===== src/rtl/pdm_setpoint_ramp_pkg.sv =====
// Shared types for the setpoint ramp: FSM state encoding.
package pdm_setpoint_ramp_pkg;
   typedef enum logic {
      IDLE = 1'b0,
      RAMP = 1'b1
   } state_e;
endpackage


===== src/rtl/pdm_setpoint_ramp_if.sv =====
// Target-word valid/ready stream feeding the setpoint ramp.
interface pdm_setpoint_ramp_if #(
   parameter int NBITS = 10
);
   logic [NBITS-1:0] s_tdata;
   logic             s_tvalid;
   logic             s_tready;

   modport master (output s_tdata, output s_tvalid, input  s_tready);
   modport slave  (input  s_tdata, input  s_tvalid, output s_tready);
endinterface


===== src/rtl/pdm_tick_gen.sv =====
// Prescaler: fires a one-cycle tick every (div+1) enabled cycles.
// The counter simply wraps if div is lowered below it; no tick on the wrap.
module pdm_tick_gen #(
   parameter int DIV_WIDTH = 16
) (
   input  logic                 clk,
   input  logic                 resetn,
   input  logic                 en_i,
   input  logic [DIV_WIDTH-1:0] div_i,
   output logic                 tick_o
);
   logic [DIV_WIDTH-1:0] cnt_q;

   assign tick_o = en_i && (cnt_q == div_i);

   // count while enabled, restart on tick or when disabled
   always_ff @(posedge clk or negedge resetn) begin
      if (!resetn)              cnt_q <= '0;
      else if (!en_i || tick_o) cnt_q <= '0;
      else                      cnt_q <= cnt_q + 1'b1;
   end
endmodule


===== src/rtl/pdm_setpoint_ramp.sv =====
// Slew-rate limiter ahead of the pdm modulator: dout walks toward the
// accepted target by at most 'step' per prescaler tick.
module pdm_setpoint_ramp
   import pdm_setpoint_ramp_pkg::*;
#(
   parameter int NBITS     = 10,
   parameter int DIV_WIDTH = 16
) (
   input  logic                 clk,
   input  logic                 resetn,
   pdm_setpoint_ramp_if.slave   s,
   input  logic [NBITS-1:0]     step,
   input  logic [DIV_WIDTH-1:0] div,
   output logic [NBITS-1:0]     dout,
   output logic                 busy,
   output logic                 done
);
   state_e           state_q;
   logic [NBITS-1:0] dout_q, target_q;
   logic             busy_q, done_q;
   logic             tick, accept, up;
   logic [NBITS:0]   diff;
   logic [NBITS-1:0] delta, dout_d;

   // ready is forced low while reset is held, independent of the clock
   assign s.s_tready = resetn && (state_q == IDLE);
   assign accept     = s.s_tvalid && s.s_tready;

   assign dout = dout_q;
   assign busy = busy_q;
   assign done = done_q;

   pdm_tick_gen #(.DIV_WIDTH(DIV_WIDTH)) u_tick (
      .clk    (clk),
      .resetn (resetn),
      .en_i   (state_q == RAMP),
      .div_i  (div),
      .tick_o (tick)
   );

   // clamp step to the remaining distance; step==0 means jump straight there
   always_comb begin
      up     = target_q > dout_q;
      diff   = up ? ({1'b0, target_q} - {1'b0, dout_q})
                  : ({1'b0, dout_q} - {1'b0, target_q});
      delta  = ((step == '0) || ({1'b0, step} > diff)) ? diff[NBITS-1:0] : step;
      dout_d = up ? (dout_q + delta) : (dout_q - delta);
   end

   // FSM with registered busy/done; done is a single-cycle pulse
   always_ff @(posedge clk or negedge resetn) begin
      if (!resetn) begin
         state_q  <= IDLE;
         dout_q   <= '0;
         target_q <= '0;
         busy_q   <= 1'b0;
         done_q   <= 1'b0;
      end else begin
         done_q <= 1'b0;
         case (state_q)
            IDLE: if (accept) begin
               target_q <= s.s_tdata;
               if (s.s_tdata == dout_q) begin
                  done_q <= 1'b1;
               end else begin
                  state_q <= RAMP;
                  busy_q  <= 1'b1;
               end
            end
            RAMP: if (tick) begin
               dout_q <= dout_d;
               if (dout_d == target_q) begin
                  state_q <= IDLE;
                  busy_q  <= 1'b0;
                  done_q  <= 1'b1;
               end
            end
            default: state_q <= IDLE;
         endcase
      end
   end
endmodule


===== src/flat_wrapper.sv =====
// flat-port wrapper written by rule: the top's interface ports become plain ports
module pdm_setpoint_ramp_flat import pdm_setpoint_ramp_pkg::*;
#(
   parameter int NBITS     = 10,
   parameter int DIV_WIDTH = 16
)
  (clk, resetn, step, div, dout, busy, done, s_s_tdata, s_s_tvalid, s_s_tready);
  pdm_setpoint_ramp_if #(.NBITS(NBITS)) s_i ();
  input  logic clk;
  input  logic resetn;
  input  logic [NBITS-1:0] step;
  input  logic [DIV_WIDTH-1:0] div;
  output logic [NBITS-1:0] dout;
  output logic busy;
  output logic done;
  input wire logic [$bits(s_i.s_tdata)-1:0] s_s_tdata;
  input wire logic [$bits(s_i.s_tvalid)-1:0] s_s_tvalid;
  output wire logic [$bits(s_i.s_tready)-1:0] s_s_tready;
  assign s_i.s_tdata = s_s_tdata;
  assign s_i.s_tvalid = s_s_tvalid;
  assign s_s_tready = s_i.s_tready;
  pdm_setpoint_ramp #(.NBITS(NBITS), .DIV_WIDTH(DIV_WIDTH)) u_core (.clk(clk), .resetn(resetn), .s(s_i), .step(step), .div(div), .dout(dout), .busy(busy), .done(done));
endmodule

===== config.mk =====
export PLATFORM = sky130hd
export DESIGN_NAME = pdm_setpoint_ramp_flat
export DESIGN_NICKNAME = d
export VERILOG_FILES = /design/src/rtl/pdm_setpoint_ramp_pkg.sv /design/src/rtl/pdm_setpoint_ramp_if.sv /design/src/rtl/pdm_tick_gen.sv /design/src/rtl/pdm_setpoint_ramp.sv /design/src/flat_wrapper.sv
export SDC_FILE = /design/constraint.sdc
export NUM_CORES = 1
export LEC_CHECK = 0
export BUFFER_PORTS_ARGS = -buffer_cell sky130_fd_sc_hd__buf_2
export CORE_UTILIZATION = 30
export DETAILED_ROUTE_END_ITERATION = 8
export GPL_ROUTABILITY_DRIVEN = 1
export GPL_TIMING_DRIVEN = 0
export PLACE_DENSITY_LB_ADDON = 0.12
export SLEW_MARGIN = 20
export SYNTH_ARGS = -nofsm -noshare
export SYNTH_HDL_FRONTEND = slang
export SYNTH_SLANG_ARGS = --single-unit

===== constraint.sdc =====
create_clock -name clk -period 11.7 [get_ports clk]
set_input_delay 0.585 -clock clk [delete_from_list [all_inputs] [get_ports clk]]
set_output_delay 0.585 -clock clk [all_outputs]
set_load 0.01 [all_outputs]

---- Word level (Yosys, flattened, before mapping) ----
Index checks and enable logic that the tools add are counted.
cells by class
  order comparisons ....................... 2
  add/subtract/negate cells ............... 5
  reduce and logical (&&, ||, !) cells .... 10
  mux-type cells .......................... 19
  bitwise gates (word level) .............. 1
  eq/ne operators ......................... 7
operator list
  operator                 count
  $sub A10 B10 Y11         2
  $eq A10 B10 Y1           2
  $mux W10                 2
  $add A16 B1 Y16 const B  1
  $eq A16 B16 Y1           1
  $mux W16                 1
  $mux W1                  12
  $gt A10 B11 Y1           1
  $mux W11                 1
  $add A10 B10 Y10         1
  $gt A10 B10 Y1           1
  $logic_not A10 Y1        1
  $sub A10 B10 Y10         1
  $ne A2 B2 Y1 const B     3
  $pmux W1 S2              3
  $reduce_and A2 Y1        2
  $reduce_and A4 Y1        1
  $logic_and A1 B1 Y1      3
  $logic_or A1 B1 Y1       2
  $ne A2 B1 Y1 const B     1
  $logic_not A1 Y1         1
  $not A1 Y1               1
word-level totals
  register bits after elaboration ......... 39
  logic and storage cells ................. 50
  output and inout port bits .............. 13
  input bits .............................. 39

---- Logic depth before layout (Yosys ltp) ----
  word-level depth ........................ 11
  mapped depth ............................ 36
  mapped depth without buffers ............ 35

---- Modules after synthesis ----
Synthesis repeated with hierarchy kept, for this count alone.
second synthesis, totals
  cells, all modules ...................... 462
  area total of the unflattened synthesis .. 4058.9 um2
modules (own cells, without submodules)
  module             instances  seq. area each (um2)  area an instance (um2)  cells each
  pdm_setpoint_ramp  1          575.6                 3064.2                  361
  pdm_tick_gen       1          400.4                 994.7                   101

---- Least setup slack after synthesis ----
OpenSTA, ideal clock, no wires.
  path type ............................... reg2reg
  from .................................... register u_core.dout_q[4] (netlist: u_core.dout[4])
  to ...................................... register u_core.state_q
  setup time .............................. 0.118 ns
  setup slack ............................. 4.559 ns
  arrival ................................. 7.023 ns
  stages on the path, launching flop included .. 34
  required time ........................... 11.582 ns
  period minus slack after synthesis ...... 7.141 ns
  buffers on the path ..................... 1
  cells stage by stage .................... dfrtp_1 > inv_1 > ha_1 > a21o_1 > a31o_4 > a311oi_4 > nor2_4 > mux2_4 > or4_4 > nand2_1 > ha_1 > a211oi_1 > nand2_1 > o311a_1 > o21ai_0 > o211a_1 > clkbuf_1 > nor2_1 > a21o_1 > ha_1 > nand2_1 > o21ai_0 > fa_1 > inv_1 > a21o_1 > a21oi_1 > o21bai_1 > a21o_1 > xor2_1 > xnor2_1 > or4_1 > nor3_1 > nand3_1 > a21o_1
between the ends
  longest elaborated chain between the ends .. 11
  elaborated cells between the ends (all ways) .. 17
  those cells by class .................... 4 x add/sub; 2 x order compare; 2 x eq/ne; 8 x mux; 1 x reduce/logical
RTL lines
  item                                                         RTL line                 source
  start, declared                                              pdm_setpoint_ramp.sv:19  logic [NBITS-1:0] dout_q, target_q;
  start signal, assigned                                       pdm_setpoint_ramp.sv:71  dout_q <= dout_d;
  $sub A10 B10 Y11, or another cell as far along               pdm_setpoint_ramp.sv:45  : ({1'b0, dout_q} - {1'b0, target_q});
  $mux W11                                                     pdm_setpoint_ramp.sv:44  diff = up ? ({1'b0, target_q} - {1'b0, dout_q})
  $gt A10 B11 Y1                                               pdm_setpoint_ramp.sv:46  delta = ((step == '0) || ({1'b0, step} > diff)) ? diff[NBITS-1:0] : step;
  $logic_or A1 B1 Y1                                           pdm_setpoint_ramp.sv:46
  $mux W10                                                     pdm_setpoint_ramp.sv:46
  $sub A10 B10 Y10 / $add A10 B10 Y10 (equally long branches)  pdm_setpoint_ramp.sv:47  dout_d = up ? (dout_q + delta) : (dout_q - delta);
  $mux W10                                                     pdm_setpoint_ramp.sv:47
  $eq A10 B10 Y1                                               pdm_setpoint_ramp.sv:72  if (dout_d == target_q) begin
  $mux W1                                                      pdm_setpoint_ramp.sv:72
  $mux W1                                                      pdm_setpoint_ramp.sv:70  RAMP: if (tick) begin
  $pmux W1 S2 (*)                                              pdm_setpoint_ramp.sv:60  case (state_q)
  end signal, assigned                                         pdm_setpoint_ramp.sv:66  state_q <= RAMP;
  end signal, assigned                                         pdm_setpoint_ramp.sv:73  state_q <= IDLE;
  end signal, assigned                                         pdm_setpoint_ramp.sv:78  default: state_q <= IDLE;
  end, declared                                                pdm_setpoint_ramp.sv:18  state_e state_q;
Mark *: on every way between the ends. The rest lies on a longest branch, timed or not.
A chain may end at the register's enable or synchronous reset.

---- Worst setup path in the final report ----
Same ends and word-level chain as after synthesis.

==> flow_metrics.py <==
metrics = {
    "placement": {
        "numPortBuffers": 51,
        "hpwl_mm": 8.59,
        "placed_area_mm2": 0.00439,
        "dp_cells": 683,
        "gp_congestion": 0.828,
    },
    "worst_setup_path": {
        "cp_slowest_cell": "or4_4",
        "start_kind": "flip-flop",
        "required_ns": 11.88,
        "reg2reg_to": "u_core.state_q",
        "critPathCaptureType": "flip-flop",
        "rr_startpoint": "u_core.dout[4]",
        "max_stage_delay_ns": 0.50,
        "path_common_cell": "a21o_1",
        "reg2reg_depth": 33,
        "r2r_slack_ns": 3.59,
        "critPathKind": "flip-flop to flip-flop",
        "worst_ep_arrival_time_ns": 8.29,
        "critPathTopFamily": "compound AO/OA/AOI/OAI gates",
        "worstPathMaxFanout": 10,
        "cp_num_buf_inv": 3,
    },
    "sta": {
        "min_period_over_period": 0.693,
        "fin_crit_ns": 8.11,
        "tightest_slew_ns": 0.939,
        "relSlewSlack": 0.374,
        "setup_viol": 0,
        "fin_hold_ws_ns": 0.431,
        "rsz0062_at_grt": "false",
        "fin_setup_tns_ns": 0,
        "finalMaxSlewViolations": 0,
        "skew_ns": 0.00692,
        "max_clock_freq_mhz": 123,
        "hold_viol": 0,
    },
    "cts": {
        "postCtsSetupRepairBufs": 0,
        "clock-sinks": 39,
        "h-tree-depth": 2,
        "cts_tree": "built",
        "clock-root-buffer": "clkbuf_16",
        "clockBufferDepth": 2,
        "clkLatencyLatePin_ns": 0.29,
        "cts_hold_buffers": 0,
        "numCtsBuffers": 5,
        "ctsResizeCount": 0,
        "clkSlewWorstSetupHoldPaths_ns": 0.06,
    },
    "floorplanning": {
        "start_util": 0.309,
        "die_area_mm2": 0.0135,
        "row_count": 41,
        "io_pins": 52,
        "die_x_um": 116,
        "die_y_um": 116,
        "coreArea_mm2": 0.0127,
    },
    "finish": {
        "utilization": 0.358,
        "fin_area_mm2": 0.00453,
        "multiInputGateArea_mm2": 0.00275,
        "areaGrowthSynthToFinish_pct": 15.7,
        "seq_area_um2": 976,
        "antenna_cells": 0,
        "drive_gt1_frac": 0.156,
        "layout.nets": 601,
        "final_cells": 690,
        "fillers": 1384,
    },
    "grt": {
        "gr-total-overflow": 0,
        "grt_pass1_wl_mm": 17.3,
        "grt_max_degree": 41,
        "grtUsageTotal": 0.168,
        "antenna_found_initial": 0,
        "first_global_vias": 3531,
    },
    "routing": {
        "ant_nets": 0,
        "finalWirelength_mm": 10.6,
        "dr.first_iter.drc_count": 106,
        "wl_per_cell_um": 15.4,
        "dr.pass1.iters": 4,
        "num_vias": 3452,
        "drcViolationCount": 0,
        "viasPerCell": 5.00,
    },
    "synthesis": {
        "seq_area_frac_synth": 0.249,
        "synth_ff_type": "dfrtp_1",
        "synth_edf_count": 0,
        "syn_area_mm2": 0.00392,
        "synth_cells": 460,
        "yosysWarnings": 0,
        "synthTopCellsByCount": "xnor2_1, ha_1, nand2_1",
        "syn_area_per_cell_um2": 8.52,
        "yosys-top-cells-area": "dfrtp_1, ha_1, xnor2_1",
        "synth.distinct_cells": 56,
        "yosysTopAreaCell": "dfrtp_1",
        "synth_seq_cells": 39,
        "async_flop_share": 1.00,
        "netlist.area_leader.share": 0.249,
        "yosysMostFrequentCell": "xnor2_1",
        "syn_nets": 543,
    },
    "worst_hold_path": {
        "hold_class": "input pin to asynchronous set/reset pin",
    },
    "run_status": {
        "status": "completed",
    },
    "power": {
        "vdd_ir_drop_max_mv": 0.0778,
        "p_per_area_mw_per_mm2": 228,
        "p_leak_nw": 2.04,
    },
    "flow_run": {
        "max_cap_viol_count": 0,
    },
}
==> worst reg2reg max path, delay by kind of cell, from the launching register on <==
family | cells | cell delay (ns)
AO/OA/AOI/OAI | 14 | 3.01
AND/OR/NAND/NOR | 9 | 2.11
adder cells (fa/ha/maj) | 4 | 1.43
buffers and inverters | 3 | 0.53
flip-flops | 1 | 0.47
XOR/XNOR | 2 | 0.29
multiplexers | 1 | 0.16
==> registers in the layout (all words and copies together) (netlist names) <==
name / count
u_core.u_tick.cnt_q: 16
u_core.dout: 10
u_core.target_q: 10
u_core.busy: 1
u_core.done: 1
u_core.state_q: 1
==> final cells by class <==
| class | instances | share of cell area |
|---|---|---|
| Multi-Input combinational cell | 374 | 0.607 |
| Sequential cell | 39 | 0.215 |
| Timing Repair Buffer | 51 | 0.0563 |
| Tap cell | 172 | 0.0475 |
| Clock buffer | 6 | 0.0306 |
| Inverter | 36 | 0.0298 |
| Buffer | 11 | 0.0121 |
| Clock inverter | 1 | 0.00110 |
==> worst max-delay path by stage <==
stage | slack [ns] | cells after the start | end | from
floorplan | 4.56 | 33 | u_core.state_q | u_core.dout[4]
global placement | 3.60 | 33 | u_core.state_q | u_core.dout[4]
detailed placement | 3.60 | 33 | u_core.state_q | u_core.dout[4]
CTS | 3.57 | 33 | u_core.state_q | u_core.dout[4]
global route | 2.95 | 33 | u_core.state_q | u_core.dout[4]
finish | 3.59 | 33 | u_core.state_q | u_core.dout[4]
==> layer usage <==
layer  vias to the layer above  GRT usage  routed length [um]
met1                      1642      0.197                4730
met4                         0     0.0615                 135
li1                       1740          -                   -
met5                         -          0                   0
met2                        61      0.311                5370
met3                         9     0.0228                 354
==> through the flow <==
step | total power (W) | setup WS [ns]
2_1_floorplan | 0.000729 | 4.56
3_5_place_dp | 0.000894 | 3.60
3_3_place_gp | 0.000892 | 3.60
4_1_cts | 0.00104 | 3.57
5_1_grt | 0.00113 | 2.95
6_report | 0.00103 | 3.59
==> cells by family after synthesis <==
kind of cell | Yosys count | synth area share
xor gates and xnor gates | 69 | 0.158
AOI/OAI and AO/OA | 107 | 0.189
DFF | 39 | 0.249
muxes | 9 | 0.0259
buffers and inverters | 47 | 0.0485
adders and majority gates | 44 | 0.146
and+or+nand+nor | 145 | 0.183
==> report_power, final <==
group | switching [W] | total, W | internal [W] | leakage, nW
registers | 0.0000277 | 0.000187 | 0.000159 | 0.498
logic | 0.000407 | 0.000709 | 0.000301 | 1.47
clock network | 0.0000552 | 0.000138 | 0.0000833 | 0.0727
total | 0.000490 | 0.00103 | 0.000544 | 2.04
==> cells in the final DEF (no fill, tap or decap), types with 21 or more instances in the layout <==
cell type / count
buf_2: 53
xnor2_1: 47
nand2_1: 41
ha_1: 41
dfrtp_1: 39
inv_1: 36
nor2_1: 33
o21ai_0: 32
a21oi_1: 23
xor2_1: 21
(Power assumes the default switching activity.)
